--- config.mk ---
export PLATFORM = sky130hd
export DESIGN_NAME = mod_n_counter_rt_flat
export DESIGN_NICKNAME = d
export VERILOG_FILES = /design/src/rtl/mod_n_counter_rt_pkg.sv /design/src/rtl/mod_n_counter_rt_if.sv /design/src/rtl/mod_n_counter_rt_tick_prescaler.sv /design/src/rtl/mod_n_counter_rt.sv /design/src/flat_wrapper.sv
export SDC_FILE = /design/constraint.sdc
export NUM_CORES = 1
export LEC_CHECK = 0
export ABC_AREA = 1
export CORE_UTILIZATION = 52
export CTS_CLUSTER_SIZE = 8
export DETAILED_ROUTE_END_ITERATION = 8
export PLACE_DENSITY = 0.82
export SLEW_MARGIN = 5
export SYNTH_ARGS = -nofsm -noshare
export SYNTH_HDL_FRONTEND = slang
export SYNTH_HIERARCHICAL = 1
export SYNTH_SLANG_ARGS = --single-unit
--- constraint.sdc ---
create_clock -name clk -period 1.9 [get_ports clk]
set_input_delay 0.38 -clock clk [delete_from_list [all_inputs] [get_ports clk]]
set_output_delay 0.38 -clock clk [all_outputs]
set_load 0.005 [all_outputs]
--- src/rtl/mod_n_counter_rt_pkg.sv ---
`default_nettype none
// ============================================================================
// rt_counter_pkg : default rates/moduli and direction type for RT counters
// Rev 1.0
// ============================================================================
package rt_counter_pkg;

   localparam int CLK_FREQ_HZ = 50_000_000;
   localparam int TICK_HZ     = 1;
   localparam int N_SEC       = 60;
   localparam int N_MIN       = 60;
   localparam int N_HOUR      = 24;

   typedef enum logic {
      DIR_DOWN = 1'b0,
      DIR_UP   = 1'b1
   } count_dir_e;

endpackage : rt_counter_pkg
`default_nettype wire

--- src/rtl/mod_n_counter_rt_if.sv ---
`default_nettype none
// ============================================================================
// mod_n_counter_rt_if : control/status bundle of one modulo-N digit stage
// Rev 1.0
// ============================================================================
interface mod_n_counter_rt_if #(
   parameter int N = 60,
   parameter int W = $clog2(N)
);

   logic         en;
   logic         clr;
   logic         load;
   logic [W-1:0] load_val;
   logic         up_dn;
   logic [W-1:0] count;
   logic         tick_o;
   logic         carry_o;
   logic         tc;

   modport master (
      output en, clr, load, load_val, up_dn,
      input  count, tick_o, carry_o, tc
   );

   modport slave (
      input  en, clr, load, load_val, up_dn,
      output count, tick_o, carry_o, tc
   );

endinterface : mod_n_counter_rt_if
`default_nettype wire

--- src/rtl/mod_n_counter_rt_tick_prescaler.sv ---
`default_nettype none
// ============================================================================
// tick_prescaler : divides clk down to a one-cycle step at TICK_HZ
// Rev 1.0
// ============================================================================
module tick_prescaler #(
   parameter int CLK_FREQ_HZ = rt_counter_pkg::CLK_FREQ_HZ,
   parameter int TICK_HZ     = rt_counter_pkg::TICK_HZ
) (
   input  wire logic clk,
   input  wire logic reset,
   input  wire logic en,
   input  wire logic clr,
   output logic      step
);

   localparam int DIV = CLK_FREQ_HZ / TICK_HZ;
   // With DIV = 1 the single-bit register stays at 0, so step simply follows en.
   localparam int PW  = (DIV > 1) ? $clog2(DIV) : 1;
   localparam logic [PW-1:0] LAST = PW'(DIV - 1);

   if (DIV < 1) begin : g_div_check
      $error("tick_prescaler: CLK_FREQ_HZ/TICK_HZ must be >= 1");
   end

   logic [PW-1:0] pre;

   always_ff @(posedge clk or posedge reset) begin
      if (reset) begin
         pre <= '0;
      end else if (clr) begin
         pre <= '0;
      end else if (en) begin
         pre <= (pre == LAST) ? '0 : pre + PW'(1);
      end
   end

   assign step = en && (pre == LAST);

endmodule : tick_prescaler
`default_nettype wire

--- src/rtl/mod_n_counter_rt.sv ---
`default_nettype none
// ============================================================================
// mod_n_counter_rt : prescaled modulo-N up/down digit counter with carry out
// Rev 1.0
// ============================================================================
module mod_n_counter_rt #(
   parameter int CLK_FREQ_HZ = rt_counter_pkg::CLK_FREQ_HZ,
   parameter int TICK_HZ     = rt_counter_pkg::TICK_HZ,
   parameter int N           = rt_counter_pkg::N_SEC
) (
   input  wire logic          clk,
   input  wire logic          reset,
   mod_n_counter_rt_if.slave  bus
);

   import rt_counter_pkg::*;

   localparam int W = $clog2(N);
   localparam logic [W-1:0] MAX = W'(N - 1);

   if (N < 2) begin : g_n_check
      $error("mod_n_counter_rt: N must be >= 2");
   end

   logic         step;
   logic [W-1:0] cnt;
   logic         tick;
   logic         carry;
   logic [W-1:0] load_clamped;
   count_dir_e   dir;

   tick_prescaler #(
      .CLK_FREQ_HZ (CLK_FREQ_HZ),
      .TICK_HZ     (TICK_HZ)
   ) u_prescaler (
      .clk   (clk),
      .reset (reset),
      .en    (bus.en),
      .clr   (bus.clr),
      .step  (step)
   );

   assign dir          = count_dir_e'(bus.up_dn);
   // Loads above N-1 saturate so count can never leave the 0..N-1 range.
   assign load_clamped = (bus.load_val > MAX) ? MAX : bus.load_val;

   always_ff @(posedge clk or posedge reset) begin
      if (reset) begin
         cnt   <= '0;
         tick  <= 1'b0;
         carry <= 1'b0;
      end else if (bus.clr) begin
         cnt   <= '0;
         tick  <= 1'b0;
         carry <= 1'b0;
      end else if (bus.load) begin
         cnt   <= load_clamped;
         tick  <= 1'b0;
         carry <= 1'b0;
      end else if (step) begin
         tick <= 1'b1;
         if (dir == DIR_UP) begin
            carry <= (cnt == MAX);
            cnt   <= (cnt == MAX) ? '0 : cnt + W'(1);
         end else begin
            carry <= (cnt == '0);
            cnt   <= (cnt == '0) ? MAX : cnt - W'(1);
         end
      end else begin
         tick  <= 1'b0;
         carry <= 1'b0;
      end
   end

   assign bus.count   = cnt;
   assign bus.tick_o  = tick;
   assign bus.carry_o = carry;
   assign bus.tc      = (dir == DIR_UP) ? (cnt == MAX) : (cnt == '0);

endmodule : mod_n_counter_rt
`default_nettype wire

--- src/flat_wrapper.sv ---
// flat-port wrapper written by rule: the top's interface ports become plain ports
module mod_n_counter_rt_flat import rt_counter_pkg::*;
#(
   parameter int CLK_FREQ_HZ = rt_counter_pkg::CLK_FREQ_HZ,
   parameter int TICK_HZ     = rt_counter_pkg::TICK_HZ,
   parameter int N           = rt_counter_pkg::N_SEC
)
  (clk, reset, bus_en, bus_clr, bus_load, bus_load_val, bus_up_dn, bus_count, bus_tick_o, bus_carry_o, bus_tc);
  mod_n_counter_rt_if #(.N(N)) bus_i ();
  input  wire logic clk;
  input  wire logic reset;
  input wire logic [$bits(bus_i.en)-1:0] bus_en;
  input wire logic [$bits(bus_i.clr)-1:0] bus_clr;
  input wire logic [$bits(bus_i.load)-1:0] bus_load;
  input wire logic [$bits(bus_i.load_val)-1:0] bus_load_val;
  input wire logic [$bits(bus_i.up_dn)-1:0] bus_up_dn;
  output wire logic [$bits(bus_i.count)-1:0] bus_count;
  output wire logic [$bits(bus_i.tick_o)-1:0] bus_tick_o;
  output wire logic [$bits(bus_i.carry_o)-1:0] bus_carry_o;
  output wire logic [$bits(bus_i.tc)-1:0] bus_tc;
  assign bus_i.en = bus_en;
  assign bus_i.clr = bus_clr;
  assign bus_i.load = bus_load;
  assign bus_i.load_val = bus_load_val;
  assign bus_i.up_dn = bus_up_dn;
  assign bus_count = bus_i.count;
  assign bus_tick_o = bus_i.tick_o;
  assign bus_carry_o = bus_i.carry_o;
  assign bus_tc = bus_i.tc;
  mod_n_counter_rt #(.CLK_FREQ_HZ(CLK_FREQ_HZ), .TICK_HZ(TICK_HZ), .N(N)) u_core (.clk(clk), .reset(reset), .bus(bus_i));
endmodule
==> impl_metrics.csv <==
group,metric,value,unit
grt,overflow,0,
clocking,htreeDepth,2,
setup_path,critPathKind,"reg -> reg",
synth,syn_inst,349,
timing,holdWs,387,ps
clocking,numCtsBuffers,5,
setup_path,start_kind,"register",
route,vias,2682,
finish,drive_gt1_frac,0.230,
pwr,p_leak,0.00147,uW
setup_path,critPathArrivalTime,2250,ps
grt,grt_pass1_vias,2495,
die,io-pin-count,21,
finish,final_cells,473,
grt,grt_pass1_wl,11200,um
timing,rsz0062_at_grt,"true",
setup_path,critPathMaxFanout,6,
die,rows,24,
timing,fmax,0.490,GHz
setup_path,regToRegSetupSlack,-140,ps
grt,grt_use_met2,0.478,
timing,fin_worst_skew,13.3,ps
synth,synth_area,2370,sq um
status,status,"finished, violations left",
timing,relSlewSlack,0.730,
place,place_congestion,0.953,
die,die_w,69.5,um
clocking,cts.sinks,34,
setup_path,endpoint_kind,"register",
timing,worstMarginPinSlew,404,ps
route,drc_errors,0,
route,wl_per_cell,15.4,um
grt,grt_start_max_net_pins,27,
timing,finalSetupViolCount,7,
place,dp_cells,454,
pwr,power.ir.vdd_worst,430,uV
grt,met1_usage,0.375,
clocking,clockBufferDepth,2,
place,io_buffers,20,
synth,synth_seq_area_share,0.359,
die,coreArea,4350,sq um
timing,fin_ws,-141,ps
clocking,root_buffer,"clkbuf_8",
flow_run,maxCapViolCount,0,
finish,fin_nets,436,
synth,avgSynthCellArea,6.78,sq um
pwr,power_density,634,nW/um^2
synth,yosys_warnings,6,
route,ant_nets,0,
clocking,clkTransAtPathRegs,90,ps
grt,grtUsageMet3,0.0669,
die,die_area,4830,sq um
synth,synth_nets,365,
grt,top_usage_layer,"met2",
status,violations,"setup timing",
grt,antenna_found_initial,0,
worst_hold_path,hold_path_class,"in -> async",
setup_path,r2r-end,"u_core/bus.count[2]",
setup_path,crit-reg2reg-launch,"u_core/u_prescaler/pre[1]",
clocking,clock_latency,300,ps
route,wl,7280,um
timing,post-route-min-period,2040,ps
route,routed_via_density,5.67,
synth,synth_seq_cells,34,
clocking,cts_tree,"done",
finish,insertedDiodeCount,0,
timing,finalCritPeriodShare,1.07,
timing,final_max_slew_viol_count,0,
setup_path,critPathRequiredTime,2100,ps
finish,area_growth,33.0,%
timing,hold_viol,0,
route,drtIter0Drc,270,
route,dr.pass1.iters,5,
die,start_util,0.544,
setup_path,cp-endpoint,"u_core/bus.count[2]",
place,hpwl,4470,um
setup_path,rr_worst_depth,13,
synth,synth_cell_types,32,
setup_path,crit_start,"u_core/u_prescaler/pre[1]",
die,chipHeight,69.5,um
grt,track_usage,0.291,
finish,fill_cells,306,
-- power by group --
group / total (uW) / internal, uW / leakage (uW) / switching [uW]
registers: 759 / 741 / 0.000467 / 18.0
logic: 408 / 184 / 0.000932 / 225
clock network: 831 / 526 / 0.0000683 / 304
-- cell type report --
class,count,area (sq um),share of cell area
Multi-Input combinational cell,267,1340,0.425
Sequential cell,34,851,0.270
Timing Repair Buffer,71,589,0.187
Inverter,41,168,0.0532
Clock buffer,5,68.8,0.0219
Clock inverter,3,68.8,0.0219
Tap cell,52,65.1,0.0207
-- worst max-delay path, stage by stage (launching register included) --
cell and delay [ps]:
dfrtp_1 390, ha_2 200, nand2_2 60, nand3b_1 150, nor2_1 90, nand2_1 110, nor2_1 150, inv_1 100
nand2_2 90, inv_2 40, or2_4 260, a21oi_2 120, nand2_1 80, o21ai_1 120
-- what timing repair did --
action / 4_1_cts / 5_1_grt
buffers inserted: 5 / 6
gates resized for setup: 7 / 13
hold buffers: 0 / 0
pin swaps: 4 / 5
setup endpoints to repair: 4 / 9
-- worst min path at each step --
stage,to,slack [ps],cells past startpoint
floorplan,u_core/bus.carry_o,200,1
global placement,u_core/u_prescaler/pre[1],490,2
detailed placement,u_core/u_prescaler/pre[1],490,2
CTS,u_core/bus.carry_o,380,2
global route,u_core/bus.carry_o,420,2
finish,u_core/bus.carry_o,390,2
-- state kept, by name, summed over array words and instances, names as in the netlist --
signal	count
u_core/bus.count	6
u_core/bus.tick_o	1
u_core/bus.carry_o	1
u_core/u_prescaler/pre	26
-- cell families (layout without fill, tap and decap cells) --
logic type,Yosys count,count (layout),share of synthesized area
simple gates,231,231,0.431
buf+inv,48,120,0.0914
flops,34,34,0.359
compound gates,17,17,0.0418
xor+xnor,15,15,0.0555
fa+ha+maj,4,4,0.0211
-- routing by layer --
metal / vias to the layer above / part of all wire
li1: 1233 / -
met1: 1257 / 0.40
met2: 156 / 0.49
met3: 36 / 0.084
met4: 0 / 0.029
met5: - / 0
-- placed cells by master (no fill, tap or decap) --
cell	count
nor2_2	15
dfrtp_1	34
clkinv_1	1
nand2_1	97
nand2_2	6
nor3_1	3
o21bai_1	1
clkinv_4	1
clkinv_8	1
and2_1	2
inv_2	3
buf_4	50
a21oi_1	4
dlymetal6s2s_1	1
xnor2_1	5
a21oi_2	3
nand4_1	15
nand2_4	1
o21ai_0	3
inv_1	35
clkdlybuf4s50_1	18
o21ai_1	5
nand3b_1	2
a221oi_1	1
xor2_1	10
clkinv_2	1
nor2_1	64
clkbuf_8	5
bufinv_16	2
ha_1	1
ha_2	2
or2_2	1
nor2_4	3
ha_4	1
clkdlybuf4s15_1	1
or2_4	1
buf_6	1
nand3_1	21
-- through the flow --
stage	instance area, sq um	setup slack, ps	setup TNS, ps	utilization	total power, uW
global route	3150	-241	-1050	0.723	2080
floorplan	2370	117	0	-	965
finish	3150	-141	-423	0.723	2000
global placement	2880	-90.0	-90.0	0.662	1100
CTS	3070	17.8	0	0.705	1940
detailed placement	2880	-133	-133	0.662	1110
-- Yosys cell counts --
cell type,instances,area share
nor2_4,2,0.0095
o21bai_1,1,0.0032
clkinv_8,1,0.0069
nor2_1,66,0.10
clkbuf_1,1,0.0016
clkbuf_2,1,0.0021
buf_8,1,0.0063
buf_2,3,0.0063
inv_2,2,0.0032
a221oi_1,1,0.0037
nand3b_1,2,0.0063
o21ai_1,2,0.0042
nand4_1,15,0.040
nor2_2,14,0.037
or2_2,1,0.0026
clkinv_1,2,0.0032
nor3_1,3,0.0063
o21ai_0,6,0.013
buf_6,1,0.0048
xor2_1,10,0.037
a21oi_2,2,0.0074
dfrtp_1,34,0.36
nand2_4,1,0.0048
xnor2_1,5,0.018
a21oi_1,5,0.011
inv_1,36,0.057
nand3_1,21,0.044
or2_1,1,0.0026
ha_1,4,0.021
nand2_2,4,0.011
nand2_1,99,0.16
and2_1,2,0.0053
Power figures use the tool's default switching activity.
